<file path="src/rtl/adc_axil_pkg.sv">
// Shared definitions for the ADC register-bank AXI-Lite read slave:
// response codes, read FSM states and byte-address to word-index decode.
package adc_axil_pkg;

    localparam logic [1:0] RESP_OKAY   = 2'b00;
    localparam logic [1:0] RESP_SLVERR = 2'b10;

    typedef enum logic [1:0] {
        ST_IDLE    = 2'd0,
        ST_CAPTURE = 2'd1,
        ST_RESP    = 2'd2
    } rd_state_e;

    // Byte lanes within a word are irrelevant to a word-wide register read.
    function automatic logic [31:0] word_index(input logic [31:0] byte_addr);
        return {2'b00, byte_addr[31:2]};
    endfunction

endpackage

</file>
<file path="src/rtl/adc_axil_rd_mux.sv">
// Combinational word select over the flattened register bank, with a flag
// telling whether the requested index maps to an implemented register.
module adc_axil_rd_mux #(
    parameter int DATA_W   = 32,
    parameter int NUM_REGS = 8,
    parameter int IDX_W    = 6
) (
    input  logic [NUM_REGS*DATA_W-1:0] reg_rdata,
    input  logic [IDX_W-1:0]           idx,
    output logic [DATA_W-1:0]          word,
    output logic                       in_range
);

    // One extra bit so NUM_REGS == 2**IDX_W is still representable.
    localparam logic [IDX_W:0] NUM_REGS_L = (IDX_W + 1)'(NUM_REGS);

    logic [IDX_W:0] idx_ext;

    always_comb begin
        idx_ext  = {1'b0, idx};
        in_range = (idx_ext < NUM_REGS_L);
        word     = '0;
        for (int i = 0; i < NUM_REGS; i++) begin
            if (idx_ext == (IDX_W + 1)'(i)) begin
                word = reg_rdata[i*DATA_W +: DATA_W];
            end
        end
    end

endmodule

</file>
<file path="src/rtl/adc_axil_read_bank.sv">
// AXI-Lite read-only slave over a bank of live ADC status registers, with
// per-register read-to-clear strobes and SLVERR for unimplemented words.
module adc_axil_read_bank
    import adc_axil_pkg::*;
#(
    parameter int                    DATA_W   = 32,
    parameter int                    ADDR_W   = 8,
    parameter int                    NUM_REGS = 8,
    parameter logic [NUM_REGS-1:0]   RC_MASK  = '0
) (
    input  logic                       ACLK,
    input  logic                       ARESETN,
    input  logic [ADDR_W-1:0]          ARADDR,
    input  logic                       ARVALID,
    output logic                       ARREADY,
    output logic [DATA_W-1:0]          RDATA,
    output logic [1:0]                 RRESP,
    output logic                       RVALID,
    input  logic                       RREADY,
    input  logic [NUM_REGS*DATA_W-1:0] reg_rdata,
    output logic [NUM_REGS-1:0]        rd_strobe
);

    localparam int IDX_W = ADDR_W - 2;

    rd_state_e         state_q, state_d;
    logic [IDX_W-1:0]  idx_q, idx_d;
    logic [DATA_W-1:0] rdata_q, rdata_d;
    logic [1:0]        rresp_q, rresp_d;

    logic [31:0]       addr_ext;
    logic [31:0]       idx_full;
    logic              unused_idx_hi;
    logic [DATA_W-1:0] mux_word;
    logic              mux_in_range;
    logic              ar_hs;
    logic              r_hs;

    adc_axil_rd_mux #(
        .DATA_W   (DATA_W),
        .NUM_REGS (NUM_REGS),
        .IDX_W    (IDX_W)
    ) u_rd_mux (
        .reg_rdata (reg_rdata),
        .idx       (idx_q),
        .word      (mux_word),
        .in_range  (mux_in_range)
    );

    always_comb begin
        addr_ext      = 32'(ARADDR);
        idx_full      = word_index(addr_ext);
        unused_idx_hi = ^idx_full[31:IDX_W];
        ar_hs         = ARVALID && (state_q == ST_IDLE);
        r_hs          = RREADY && (state_q == ST_RESP);
    end

    always_ff @(posedge ACLK or negedge ARESETN) begin
        if (!ARESETN) begin
            state_q <= ST_IDLE;
        end else begin
            state_q <= state_d;
        end
    end

    always_comb begin
        state_d = state_q;
        unique case (state_q)
            ST_IDLE:    if (ar_hs) state_d = ST_CAPTURE;
            ST_CAPTURE: state_d = ST_RESP;
            ST_RESP:    if (r_hs) state_d = ST_IDLE;
            default:    state_d = ST_IDLE;
        endcase
    end

    // The strobe fires in the same cycle the word is sampled, so a clear it
    // triggers only lands after the value has already been captured.
    always_comb begin
        ARREADY   = (state_q == ST_IDLE);
        RVALID    = (state_q == ST_RESP);
        RDATA     = rdata_q;
        RRESP     = rresp_q;
        rd_strobe = '0;
        if ((state_q == ST_CAPTURE) && mux_in_range) begin
            for (int i = 0; i < NUM_REGS; i++) begin
                if (RC_MASK[i] && (idx_q == IDX_W'(i))) begin
                    rd_strobe[i] = 1'b1;
                end
            end
        end
    end

    always_comb begin
        idx_d   = idx_q;
        rdata_d = rdata_q;
        rresp_d = rresp_q;
        if (ar_hs) begin
            idx_d = idx_full[IDX_W-1:0];
        end
        if (state_q == ST_CAPTURE) begin
            rdata_d = mux_in_range ? mux_word : '0;
            rresp_d = mux_in_range ? RESP_OKAY : RESP_SLVERR;
        end
    end

    always_ff @(posedge ACLK or negedge ARESETN) begin
        if (!ARESETN) begin
            idx_q   <= '0;
            rdata_q <= '0;
            rresp_q <= RESP_OKAY;
        end else begin
            idx_q   <= idx_d;
            rdata_q <= rdata_d;
            rresp_q <= rresp_d;
        end
    end

endmodule

</file>
<file path="config.mk">
export PLATFORM = sky130hd
export DESIGN_NAME = adc_axil_read_bank
export DESIGN_NICKNAME = d
export VERILOG_FILES = /design/src/rtl/adc_axil_pkg.sv /design/src/rtl/adc_axil_rd_mux.sv /design/src/rtl/adc_axil_read_bank.sv
export SDC_FILE = /design/constraint.sdc
export NUM_CORES = 1
export LEC_CHECK = 0
export CAP_MARGIN = 20
export CORE_ASPECT_RATIO = 0.75
export CORE_MARGIN = 1
export CORE_UTILIZATION = 32
export DETAILED_ROUTE_END_ITERATION = 10
export PLACE_DENSITY = 0.89
export SLEW_MARGIN = 20
export SYNTH_ARGS = -nofsm -noshare
export SYNTH_HDL_FRONTEND = slang
export SYNTH_HIERARCHICAL = 1
export SYNTH_SLANG_ARGS = --single-unit
</file>
<file path="constraint.sdc">
create_clock -name ACLK -period 1.6 [get_ports ACLK]
set_input_delay 0.24 -clock ACLK [delete_from_list [all_inputs] [get_ports ACLK]]
set_output_delay 0.24 -clock ACLK [all_outputs]
set_load 0.01 [all_outputs]
</file>
==> impl_metrics.ini <==
[run_status]
status = finished with violations
violations = setup timing

[final_layout]
postLayoutCellArea_um2 = 8320
drive_gt1_frac = 0.215
antennaDiodeCount = 0
final_nets = 1065
final_common_cell = clkdlybuf4s50_1
nFillCells = 980
layout_common_cells = clkdlybuf4s50_1, mux2i_1, nand2_1
synthToLayoutAreaGrowth_pct = 97.3

[sta]
period_share = 1.07
setup_ws_ns = -0.111
rsz0062_at_grt = yes
slew_viol_final = 0
finalHoldViolCount = 0
fmax_ghz = 0.585
worst_clock_skew_ns = 0.00618
period_minus_slack_ns = 1.71
hold_slack_ns = 0.447
setup_violations = 28

[floorplan]
die_h_um = 101
chipWidth_um = 135
rows = 35
pin_count = 312
die_area_um2 = 13600
core-area_um2 = 12600
initial_core_util = 0.335

[yosys]
synth_area_um2 = 4220
ys_ff_latch = 41
netlist-cell-type-count = 34
synth_edf_count = 0
yosysWarnings = 6
synth-main-ff-cell = dfrtp_1
synth.avg_cell_area_um2 = 9.01
ys_seq_area_frac = 0.243
yosysTopAreaCell = mux2i_1
async_flop_share = 1.00
synth_top_cell_area_share = 0.259
ys_top_cells_by_area = mux2i_1, dfrtp_1, mux2_2
syn_inst = 468

[power_and_ir_drop]
power_per_cell_area_nw_per_um2 = 1270
ir_drop_uv = 786
power_leakage_nw = 3.32

[setup_path]
critPathLaunchType = flop
required_ns = 1.76
worst-path-max-fanout = 14
r2r_setup_slack_ns = -0.11
critical_path_class = reg2reg
cp.arrival_ns = 1.88
end_kind = flop

[clock_tree]
cts.clk_slew.worst_paths_ns = 0.06
cts_buffer_depth = 2
cts_tree = done
cts_made_buffers = 5
h-tree-depth = 2
cts-root-buf = clkbuf_16
clock-sinks = 41
clock_latency_ns = 0.28

[detailed_routing]
drt_iter0_drc = 278
wl_per_cell_um = 19.5
postRouteAntennaNets = 0
vias = 5014
first_pass_iters = 5
drc = 0
viasPerCell = 5.21
routed_wl_um = 18800

[placed_design]
place_congestion = 0.882
dp.final_hpwl_um = 14100
io_buffers = 300
post_dp_cell_area_um2 = 7630

[grt]
grt_pass1_wl_um = 26200
first_global_vias = 4971
antenna_found_initial = 0
grtUsageTotal = 0.251
grt_max_degree = 32
overflow = 0

[job]
cap_viol_max_count = 0

[min_path]
hold_class = in2async
## stage by stage
stage / std cells / TNS (ns) / power, W / utilization / worst slack, ns
floorplan: 476 / -0.0597 / 0.00545 / - / -0.00209
global placement: 935 / -0.126 / 0.00809 / 0.607 / -0.0428
detailed placement: 935 / -1.08 / 0.00822 / 0.607 / -0.148
CTS: 947 / -0.675 / 0.00949 / 0.627 / -0.0510
global route: 963 / -2.86 / 0.0111 / 0.662 / -0.143
finish: 963 / -1.17 / 0.0106 / 0.662 / -0.111
## repair_timing
action / CTS / global route
hold buffers: 1 / 0
hold endpoints to repair: 16 / 0
resized for setup: 17 / 65
gates cloned: 2 / 4
setup endpoints to repair: 24 / 32
pin swaps: 4 / 42
setup buffers: 2 / 12
## worst max-delay path: stages (launching register included)
cell	delay (ns)
dfrtp_2	0.44
buf_4	0.26
mux2_2	0.37
o22ai_1	0.29
a211oi_2	0.08
nand2_1	0.09
mux2i_1	0.07
## registers in the layout (all words and copies together) (netlist names)
register,count
RRESP,1
RDATA,32
state_q,2
idx_q,6
## cell usage after synthesis, types with 2 or more instances
master / n
a211oi_1: 12
a21oi_1: 12
a22oi_1: 19
and4_1: 19
buf_2: 18
buf_4: 19
buf_6: 2
buf_8: 2
clkbuf_1: 9
dfrtp_1: 41
inv_1: 34
mux2_2: 42
mux2i_1: 109
mux4_2: 2
nand2_1: 54
nand3_1: 19
nor2b_1: 3
o21ai_0: 12
o22ai_1: 24
or2_1: 2
## worst paths after layout
kind                                start         to  cells after the start
worst min-delay path              ARESETN   RDATA[4]                      2
max in group asynchronous         ARESETN   idx_q[4]                      3
min in group ACLK               RDATA[11]  RDATA[11]                      2
worst min register to register  RDATA[11]  RDATA[11]                      2
worst max register to register   idx_q[1]   RDATA[9]                      6
worst max-delay path             idx_q[1]   RDATA[9]                      6
## logic make-up (layout without fill, tap and decap cells)
group | Yosys count | after routing | share of synthesized area
buffers and inverters | 86 | 406 | 0.112
DFF | 41 | 41 | 0.243
AOI/OAI and AO/OA | 80 | 80 | 0.121
and+or+nand+nor | 107 | 108 | 0.142
muxes | 153 | 153 | 0.382
other | 1 | 9 | 0.000889
## metal layers
layer | wire length, um | track usage
met5 | 0 | 0
met3 | 1600 | 0.0606
met4 | 197 | 0.0389
met2 | 9290 | 0.455
met1 | 7680 | 0.307
## final cells by class
cell class	count	area [um2]	share of cell area
clock buffer	6	129	0.0155
tap	166	208	0.0250
inverter	35	131	0.0158
timing repair buffer	364	3810	0.458
clock inverter	1	5.00	0.000602
sequential	41	1030	0.124
multi-input combinational	350	3000	0.361
## where the power goes
group,internal [W],leakage (nW),switching [W]
combinational,0.00433,2.71,0.00375
clock,0.000568,0.0667,0.000407
sequential,0.00126,0.546,0.000281
Note: power is estimated with default switching activity, not from simulation.
